## config.mk

```make
export PLATFORM = sky130hd
export DESIGN_NAME = store_buffer
export DESIGN_NICKNAME = d
export VERILOG_FILES = /design/src/rtl/store_buffer_pkg.sv /design/src/rtl/store_buffer_sb_match.sv /design/src/rtl/store_buffer.sv
export SDC_FILE = /design/constraint.sdc
export NUM_CORES = 1
export LEC_CHECK = 0
export ABC_CLOCK_PERIOD_IN_PS = 7700
export BUFFER_PORTS_ARGS = -buffer_cell sky130_fd_sc_hd__buf_2
export CORE_MARGIN = 2
export CORE_UTILIZATION = 44
export DETAILED_ROUTE_END_ITERATION = 8
export GPL_TIMING_DRIVEN = 1
export PLACE_DENSITY = 0.67
export SYNTH_ARGS = -nofsm -noshare
export SYNTH_HDL_FRONTEND = slang
export SYNTH_SLANG_ARGS = --single-unit
```

## constraint.sdc

```tcl
create_clock -name clk -period 7.7 [get_ports clk]
set_input_delay 1.155 -clock clk [delete_from_list [all_inputs] [get_ports clk]]
set_output_delay 1.155 -clock clk [all_outputs]
set_load 0.05 [all_outputs]
```

## src/rtl/store_buffer_pkg.sv

```systemverilog
// Shared types and sizing for the posted-write store buffer.
// Entry layout holds the word address only; byte offset bits are dropped at push.
package store_buffer_pkg;

   localparam int SB_DEPTH = 4;
   localparam int SB_AW    = 32;
   localparam int SB_DW    = 32;
   localparam int SB_PTR_W = $clog2(SB_DEPTH);

   typedef struct packed {
      logic              valid;
      logic [SB_AW-3:0]  waddr;
      logic [SB_DW-1:0]  data;
   } sb_entry_t;

endpackage

```

## src/rtl/store_buffer_sb_match.sv

```systemverilog
// Youngest-match search of a load word address over the queued store entries.
// Walks entries oldest to youngest from head, so the last hit found is the youngest.
module sb_match
   import store_buffer_pkg::*;
#(
   parameter int DEPTH = SB_DEPTH,
   parameter int PTR_W = SB_PTR_W
) (
   input  sb_entry_t          entries_i [DEPTH],
   input  logic [PTR_W-1:0]   head_i,
   input  logic [PTR_W:0]     count_i,
   input  logic [SB_AW-3:0]   ld_waddr_i,
   output logic               hit_o,
   output logic [PTR_W-1:0]   hit_idx_o
);

   logic [PTR_W-1:0] idx;

   always_comb begin
      hit_o     = 1'b0;
      hit_idx_o = '0;
      idx       = '0;
      for (int k = 0; k < DEPTH; k++) begin
         idx = head_i + PTR_W'(k);
         if ((PTR_W+1)'(k) < count_i && entries_i[idx].valid &&
             entries_i[idx].waddr == ld_waddr_i) begin
            hit_o     = 1'b1;
            hit_idx_o = idx;
         end
      end
   end

endmodule

```

## src/rtl/store_buffer.sv

```systemverilog
// Posted-write FIFO between the core data port and a stallable RAM; retires one store per cycle.
// STORE_BUFFER_FWD_EN selects load forwarding from queued stores; otherwise matching loads stall.
module store_buffer
   import store_buffer_pkg::*;
#(
   parameter int DEPTH = SB_DEPTH,
   parameter int AW    = SB_AW,
   parameter int DW    = SB_DW
) (
   input  logic          clk,
   input  logic          reset,
   input  logic          st_valid,
   input  logic [AW-1:0] st_addr,
   input  logic [DW-1:0] st_data,
   input  logic          ld_valid,
   input  logic [AW-1:0] ld_addr,
   output logic [DW-1:0] ld_data,
   output logic          stall,
   output logic          mem_we,
   output logic [AW-1:0] mem_waddr,
   output logic [DW-1:0] mem_wdata,
   input  logic          mem_ready,
   output logic [AW-1:0] mem_raddr,
   input  logic [DW-1:0] mem_rdata,
   output logic          empty
);

   localparam int PTR_W = $clog2(DEPTH);

   sb_entry_t        entries_q [DEPTH];
   sb_entry_t        entries_d [DEPTH];
   logic [PTR_W-1:0] head_q, head_d;
   logic [PTR_W-1:0] tail_q, tail_d;
   logic [PTR_W:0]   count_q, count_d;

   logic             full;
   logic             push;
   logic             pop;
   logic             hit;
   logic [PTR_W-1:0] hit_idx;
   logic             ld_hit;
   logic             ld_stall;

   assign full  = (count_q == (PTR_W+1)'(DEPTH));
   assign empty = (count_q == '0);

   // A full buffer refuses the push even if the head retires this cycle.
   assign push  = st_valid & ~full;
   assign pop   = ~empty & mem_ready;

   assign mem_we    = ~empty;
   assign mem_waddr = {entries_q[head_q].waddr, 2'b00};
   assign mem_wdata = entries_q[head_q].data;
   assign mem_raddr = ld_addr;

   always_comb begin
      entries_d = entries_q;
      head_d    = head_q;
      tail_d    = tail_q;
      count_d   = count_q;
      if (pop) begin
         entries_d[head_q].valid = 1'b0;
         head_d                  = head_q + 1'b1;
      end
      if (push) begin
         entries_d[tail_q] = '{valid: 1'b1, waddr: st_addr[AW-1:2], data: st_data};
         tail_d            = tail_q + 1'b1;
      end
      case ({push, pop})
         2'b10:   count_d = count_q + 1'b1;
         2'b01:   count_d = count_q - 1'b1;
         default: count_d = count_q;
      endcase
   end

   always_ff @(posedge clk or posedge reset) begin
      if (reset) begin
         head_q  <= '0;
         tail_q  <= '0;
         count_q <= '0;
         for (int i = 0; i < DEPTH; i++) begin
            entries_q[i] <= '0;
         end
      end else begin
         head_q    <= head_d;
         tail_q    <= tail_d;
         count_q   <= count_d;
         entries_q <= entries_d;
      end
   end

   sb_match #(
      .DEPTH (DEPTH),
      .PTR_W (PTR_W)
   ) u_match (
      .entries_i  (entries_q),
      .head_i     (head_q),
      .count_i    (count_q),
      .ld_waddr_i (ld_addr[AW-1:2]),
      .hit_o      (hit),
      .hit_idx_o  (hit_idx)
   );

   assign ld_hit = ld_valid & hit;

`ifdef STORE_BUFFER_FWD_EN
   assign ld_stall = 1'b0;
   assign ld_data  = ld_hit ? entries_q[hit_idx].data : mem_rdata;
`else
   // Matching load waits until every matching store has drained to RAM.
   assign ld_stall = ld_hit;
   assign ld_data  = mem_rdata;

   logic unused_hit_idx;
   assign unused_hit_idx = ^hit_idx;
`endif

   assign stall = (st_valid & full) | ld_stall;

   logic unused_byte_bits;
   assign unused_byte_bits = ^{st_addr[1:0], ld_addr[1:0]};

endmodule

```

After elaboration in Yosys (flattened, before gate mapping)
Cells that the tools add are included.
- add/subtract/negate cells: 6
- multipliers: 0
- divide/modulo/power cells: 0
- order comparisons: 11
- equal/unequal tests: 7
- shift-type cells: 0
- multiplexer cells: 25
- bitwise gates (word level): 12
- reductions and logical operators: 12
- operators with widths (kind ; number):
    2-to-1 mux 63 bit ; 10
    binary-select mux 63 bit (select 2 bit) ; 4
    bitwise mux 252 bit ; 2
    2-to-1 mux 252 bit ; 2
    demux 63 bit (select 2 bit) ; 2
    equality test 30 bit ; 4
    greater-or-equal comparator 3 bit, second input constant ; 5
    inverter 2 -> 3 bit ; 5
    logical AND 1 bit ; 10
    less-than comparator 1 x 3 -> 1 bit, first input constant ; 2
    less-than comparator 2 x 3 -> 1 bit, first input constant ; 2
    less-than comparator 3 x 1 -> 1 bit, second input constant ; 2
    case mux 3 bit (2 select lines) ; 1
    adder 2 x 1 -> 2 bit, second input constant ; 2
    adder 2 bit, second input constant ; 2
    bitwise AND 1 bit ; 4
    2-to-1 mux 1 bit ; 4
    adder 3 x 1 -> 3 bit, second input constant ; 1
    equality test 3 bit, second input constant ; 1
    zero test 3 bit ; 1
    subtractor 3 x 1 -> 3 bit, second input constant ; 1
    equality test 2 x 1 -> 1 bit, second input constant ; 1
    equality test 2 bit, second input constant ; 1
    inverter 1 bit ; 2
    2 further kinds ; 2
- bits in registers: 259
- bits in latches: 0
- RAM bits: 0
- ROM bits: 0
- input bits: 133
- output and inout port bits: 131
- memories: 0

Logic depth before layout (Yosys ltp)
Gate-level depths: netlist (run 1).
- depth after elaboration: 12
- gate-level depth with buffers: 17
- mapped depth without buffers: 9

Cells and area by module
From an unflattened synthesis (run 1), not the netlist that was laid out.
- cell total of the unflattened synthesis: 1207
- area total of the unflattened synthesis: 16842.4 um2
- by module, submodules not included (module ; instances ; cells each ; area each (um2) ; sequential area each (um2)):
    store_buffer ; 1 ; 725 ; 11935.2 ; 6481.2
    sb_match ; 1 ; 482 ; 4907.2 ; 0.0

Worst setup path before layout (run 1)
Ideal clock, no wire load.
- kind: flip-flop to output port
- from: register head_q[1]
- to: output port stall
- data arrival time: 3.867 ns
- path slack: 2.678 ns
- cell stages (with the launch flop): 15
- buffers on the path: 5
- cell sequence: dfrtp_1 > buf_2 > buf_2 > buf_2 > buf_1 > inv_1 > ha_1 > buf_6 > mux4_2 > a22o_1 > a311o_1 > a2111oi_2 > nand4_1 > o2111ai_1 > a32o_1
- cells in the longest elaborated chain, start to end: 12
- elaborated cells on any way between the ends: 37
- ends and longest elaborated chain (what ; RTL line ; text):
    start: declaration ; store_buffer.sv:32 ; logic [PTR_W-1:0] head_q, head_d;
    start signal: assignment ; store_buffer.sv:78 ; head_q <= '0;
    start signal: assignment ; store_buffer.sv:85 ; head_q <= head_d;
    adder 2 x 1 -> 2 bit or inverter 2 -> 3 bit (tied branches) ; store_buffer_sb_match.sv:24, store_buffer_sb_match.sv:25, store_buffer_sb_match.sv:26 ;
    inverter 2 -> 3 bit (not written as such) or binary-select mux 63 bit (select 2 bit) (tied branches) ; store_buffer_sb_match.sv:25, store_buffer_sb_match.sv:26 ;
    binary-select mux 63 bit (select 2 bit) or 2-to-1 mux 63 bit (tied branches) ; store_buffer_sb_match.sv:25, store_buffer_sb_match.sv:26 ;
    2-to-1 mux 63 bit, on equally long branches ; store_buffer_sb_match.sv:25, store_buffer_sb_match.sv:26 ;
    2-to-1 mux 63 bit (not written as such), or another cell as far along ; store_buffer_sb_match.sv:26 ; entries_i[idx].waddr == ld_waddr_i) begin
    equality test 30 bit or logical AND 1 bit (tied branches) ; store_buffer_sb_match.sv:26, store_buffer_sb_match.sv:25 ;
    logical AND 1 bit or 2-to-1 mux 1 bit (tied branches) ; store_buffer_sb_match.sv:25 ; if ((PTR_W+1)'(k) < count_i && entries_i[idx].valid &&
    2-to-1 mux 1 bit (2 in series) ; store_buffer_sb_match.sv:25 ;
    2-to-1 mux 1 bit * ; store_buffer_sb_match.sv:25 ;
    bitwise AND 1 bit * ; store_buffer.sv:104 ; assign ld_hit = ld_valid & hit;
    bitwise OR 1 bit * ; store_buffer.sv:118 ; assign stall = (st_valid & full) | ld_stall;
    end: declaration ; store_buffer.sv:18 ; output logic stall,
Every way passes the cells marked *; elsewhere a longest branch is shown, timed or not. The select of a mux whose other input is x is not followed.

Worst setup path in the final report (run 1)
- from: register head_q[0]
- to: output port stall
The elaborated chain is that of the path after synthesis.

==> impl_results.md, run 1 <==
* Total CTS buffers at 34
* Setup slack, reg-to-reg at ~4.4 ns
* DRC at 0
* Busiest grt layer: met2
* Worst-Skew Late Latency at approximately 0.53 ns
* Shortest period the worst path allows at 6.31 ns
* F_max at 0.158 GHz
* Synth Area in XOR/XNOR at 6.62%
* Top_reg_cell synth: dfrtp_1
* Crit path max fanout at 56
* Die Span X at roughly 190 µm
* Root buffer cell: clkbuf_16
* First-pass GRT wire length at between 60000 and 70000 µm
* DIE AREA at about 0.037 mm²
* RSZ-0062 raised after global routing: no
* CP Capture Type: output port
* Syn avg cell area at between 10 and 15 µm²
* Worst slew pin tran at 1.14 ns
* IO Pins at between 200 and 300
* Final Setup Violations at 0
* GR Util met1 at about 28%
* Cts repair resizes at 0
* DR vias at slightly below 10000
* Commonest non-fill, non-tap cell in the layout: dfrtp_1
* Cell mode on critical path: buf_4
* Antenna-violating nets left at 0
* Total track usage at a little over a fifth
* Core Footprint at roughly 0.035 mm²
* HP Class: register to register
* Initial DRC count at 616
* Hold buffer count at CTS at 0
* CTS tree: done
* Critical path class: register to output port
* Htree depth at 2
* Slew margin rel. at between 20% and 30%
* Number of global-route vias before repair at 9869
* Post-synthesis sequential area ratio at approximately two fifths
* Worst path max stage delay at approximately 0.77 ns
* Post-Syn Instances at 1074
* Endpoints failing hold at 0
* Vias per std cell at between 5 and 6
* Routability cong. at approximately 0.92
* Placed cells at roughly 1600
* Setup bufs post-CTS at 0
* Initial antenna violation count at 6
* Placement Rows at 69
* Post-DP HPWL at ~27000 µm
* Max-Cap Viols at 0
* CP max-delay cell: buf_4
* Fin cells at 1663
* Initial Util at 44.3%
* #FFs+latches synth at between 200 and 300
* Fin. max-slew vios at 0
* Yosys cell types at 43
* Chip height at around 190 µm
* Share of cells above drive strength 1 at 55.5%
* Clk slew on worst S/H paths at ~0.060 ns
* Grt total ovfl at 0
* Outcome: finished clean
* Critical path arrival at just over 5 ns
* Drt pass-1 iters at 5
* Crit path launch type: register
* Commonest non-fill, non-tap cells in the layout: dfrtp_1 (257), mux2_2 (249), buf_2 (191), mux4_2 (148), xnor2_1 (79)
* Area delta synth->final at 12.6%
* Drt total wl at between 30000 and 40000 µm
* Mapped cell area at around 0.016 mm²
* Combinational family with the most area after synthesis: multiplexers
* Buffer depth of the longest clock path at 3
* Final setup skew at 0.0233 ns
* IO Port Bufs at ~190
* GR Util met2 at between 30% and 40%
* Post-synthesis compound-gate area fraction at under 10%
* Synth Area in Simple Gates at 2.40%
* Routed wire per std cell at roughly 24 µm
* Post-synthesis mux area share at between 40% and 50%
* Yosys warning count at 0
* Ratio of final minimum period to clock period at about four fifths
* Req. time, crit path at around 6.6 ns
* Worst-path cell chain: buf_4 > buf_4 > mux4_2 > xnor2_1 > nand4_1 > nor4_1 > nand3_1 > o2111ai_1 > a32o_1 > buf_2
* Adder-Cell Fraction of Synth Area at under 10%
* Post-synth EDFFs at 0
* Met3 Use GR at ~5.9%
* Post-synth ARST share at between 90% and 100%
* Sink Count at ~260
* Setup TNS at 0 ns
* Nets at around 1300
* Largest net degree at the start of global routing at 77
## registers in the layout, summed over array words and instances (netlist names)
signal     cells
head_q         2
count_q        3
tail_q         2
entries_q    252
## layer usage
metal	share of wire (%)	vias up	wire length [µm]
met3	7.7	82	3030
met4	3.0	10	1190
li1	-	4207	-
met1	40	5165	15900
met5	0.17	-	66
met2	49	341	19100
## worst paths after layout
path	from	end	cells after the start
hold / removal	entries_q[68]	entries_q[68]	1
max in group asynchronous	reset	head_q[1]	4
min in group asynchronous	reset	tail_q[0]	3
setup / recovery	head_q[0]	stall	10
hold reg to reg	entries_q[68]	entries_q[68]	1
setup reg to reg	count_q[0]	entries_q[174]	6
## synthesized netlist by cell type, types with 2 or more instances
cell / instances / area share [%]
buf_2: 23 / 0.74
a22oi_1: 2 / 0.096
xor2_1: 39 / 2.2
o21ai_0: 7 / 0.22
buf_4: 76 / 3.7
dfrtp_1: 259 / 41
nand2b_1: 2 / 0.080
nand4_1: 20 / 0.80
inv_1: 14 / 0.34
nor2b_1: 3 / 0.12
ha_1: 13 / 1.0
nand3_1: 3 / 0.096
mux2i_1: 25 / 1.6
xnor2_1: 79 / 4.4
buf_6: 2 / 0.14
nand2_1: 24 / 0.58
buf_1: 5 / 0.12
mux2_2: 249 / 18
a21oi_1: 7 / 0.22
nor4_1: 14 / 0.56
o22ai_1: 3 / 0.12
clkbuf_1: 34 / 0.82
nor2_1: 3 / 0.072
a2bb2oi_1: 2 / 0.11
mux4_2: 148 / 21
## metrics by stage
stage,instance area (µm²),hold WS [ns],utilization [%],worst slack (ns)
CTS,17600,0.500,49.9,1.42
detailed placement,16500,0.488,46.7,2.00
finish,17600,0.498,50.0,1.39
global route,17600,0.508,50.0,1.19
floorplan,15600,0.474,-,2.68
global placement,16500,0.481,46.7,2.03
## kinds of logic after synthesis
group                    count (synthesis)
AND/OR/NAND/NOR                         71
adder cells (fa/ha/maj)                 13
other                                    1
buffers and inverters                  155
AO/OA/AOI/OAI                           34
multiplexers                           423
flip-flops                             259
XOR/XNOR                               118
## cell type report
cell class | instances | area, µm²
fillers | 3044 | 17600
clock buffers | 54 | 1070
repair buffers | 207 | 1080
inverters | 14 | 56.3
well taps | 461 | 577
diodes | 1 | 2.50
multi-input cells | 661 | 8260
flip-flops and latches | 259 | 6490
clock inverters | 6 | 65.1
## critical path: cells and delay by family (launching register included)
kind                   cells  cell delay [ns]
flip-flops                 1             0.40
XOR/XNOR                   1             0.42
multiplexers               1             0.62
AND/OR/NAND/NOR            3             0.92
AO/OA/AOI/OAI              2             0.47
buffers and inverters      3             1.73
Power of run 1 is not shown: default switching activity piles up to over one toggle a cycle in this logic, so the estimate is an artifact.
==> run 2: changes to the inputs <==
Settings changed: ABC_CLOCK_PERIOD_IN_PS 7700 to 5600.
Clock period 7.7 ns to 5.6 ns, I/O delays scaled along.
==> run 2 against run 1 <==
Effect of this change:
- critical path depth rose by 2
- worst hold slack got worse by 0.16 ns
- clock-buffer cell count fell by 21
- critical endpoint unchanged
==> impl_results.md, run 2 (synthesized netlist as in run 1, its figures left out) <==
* Outcome: finished clean
* Share of cells above drive strength 1 at between 50% and 60%
* Htree depth at 1
* Routed wire per std cell at roughly 23 µm
* Shortest period the worst path allows at around 5.4 ns
* Vias per std cell at slightly below 6
* First-pass GRT wire length at between 50000 and 60000 µm
* Area delta synth->final at 13.1%
* CP Capture Type: output port
* IO Pins at about 260
* Nets at approximately 1300
* Grt total ovfl at 0
* Buf/Inv on CP at 4
* Max reg flops at between 200 and 300
* Placement Rows at just under 70
* DR vias at between 9000 and 10000
* Initial DRC count at between 600 and 700
* Sink Count at 259
* Critical path arrival at about 4.5 ns
* Fin. max-slew vios at 0
* Max-Cap Viols at 0
* Die Span X at 192 µm
* Initial Util at between 40% and 50%
* Commonest non-fill, non-tap cell in the layout: dfrtp_1
* HP Class: primary input to async pin
* Crit path launch type: register
* DIE AREA at between 0.03 and 0.04 mm²
* RSZ-0062 raised after global routing: no
* Final Setup Violations at 0
* DRC at 0
* Critical path class: register to output port
* Req. time, crit path at between 4 and 5 ns
* IO Port Bufs at 191
* Hold buffer count at CTS at 0
* Placed cells at about 1600
* F_max at 0.186 GHz
* Worst-Skew Late Latency at approximately 0.57 ns
* Setup TNS at 0 ns
* Worst path max stage delay at roughly 0.63 ns
* Clk slew on worst S/H paths at 0.07 ns
* Crit path max fanout at 42
* Slew margin rel. at between 20% and 30%
* Top flop regs: entries_q x252, count_q x3
* Core Footprint at 0.0352 mm²
* Setup bufs post-CTS at 0
* Drt total wl at 38600 µm
* Root buffer cell: clkbuf_16
* Initial antenna violation count at 5
* Ratio of final minimum period to clock period at between 90% and 100%
* Post-DP HPWL at ~26000 µm
* Final setup skew at between 0.01 and 0.015 ns
* Chip height at 192 µm
* Endpoints failing hold at 0
* Number of global-route vias before repair at 10300
* Hold Slack at between 0.3 and 0.4 ns
* Worst-path cell chain: inv_1 > buf_4 > ha_4 > buf_12 > mux4_2 > a22o_1 > a311o_1 > a2111oi_2 > nand4_1 > o2111ai_2 > a32o_1 > buf_2
* Setup slack, reg-to-reg at 2.17 ns
* Drt pass-1 iters at 6
* Routability cong. at around 0.96
* CP top delay family: compound AO/OA/AOI/OAI gates
* Diodes inserted at 0
* CTS tree: done
* Total track usage at roughly a fifth
* Largest net degree at the start of global routing at 129
* Antenna-violating nets left at 0
* Buffer depth of the longest clock path at 3
* Most flops, register: entries_q
* Worst slew pin tran at ~1.1 ns
* Commonest non-fill, non-tap cells in the layout: dfrtp_1 (257), mux2_2 (249), buf_2 (191), mux4_2 (148), xnor2_1 (79)
* Cts repair resizes at 0
* Fin cells at 1659
* Total CTS buffers at 31
* CP max-delay cell: dfrtp_4
==> run 2: cell count changes in the layout (fill, tap and decap cells not counted), moves of 3 or more <==
cell        previous run  this run
buf_4                 16        12
inv_6                  1         4
bufinv_16              1         8
buf_12                 0         3
clkbuf_8              12         1
clkbuf_16             35        31
clkbuf_1               7         1
clkinvlp_4             1         5
clkinv_4               0         4
==> run 2: final timing paths <==
path,start,to,depth (start not counted)
max,head_q[0],stall,12
min,reset,count_q[2],2
max reg2reg,count_q[0],entries_q[69],6
min reg2reg,entries_q[91],entries_q[91],1
max in group asynchronous,reset,head_q[0],3
min in group clk,entries_q[91],entries_q[91],1
==> run 2: final cells by class <==
type,instances,area (µm²)
fill,3071,17600
multi-input combinational,661,8280
sequential,259,6490
timing repair buffer,207,1120
clock buffer,33,793
tap,461,577
clock inverter,24,360
inverter,14,56.3
==> run 2: metal layers <==
layer / track usage [%] / vias to the layer above / wire length (µm)
li1: - / 4205 / -
met1: 26.9 / 5113 / 15300
met2: 34.3 / 390 / 18400
met3: 6.47 / 81 / 3550
met4: 7.16 / 10 / 1290
met5: 0 / - / 69
==> run 2: metrics by stage <==
stage | worst slack (ns) | instance area [µm²] | utilization, %
6_report | 0.229 | 17700 | 50.2
3_5_place_dp | 0.666 | 16500 | 46.8
3_3_place_gp | 0.672 | 16500 | 46.8
4_1_cts | 0.0458 | 17700 | 50.1
2_1_floorplan | 0.893 | 15600 | -
5_1_grt | 0.0582 | 17700 | 50.2
Power of run 2 is left out for the same reason.
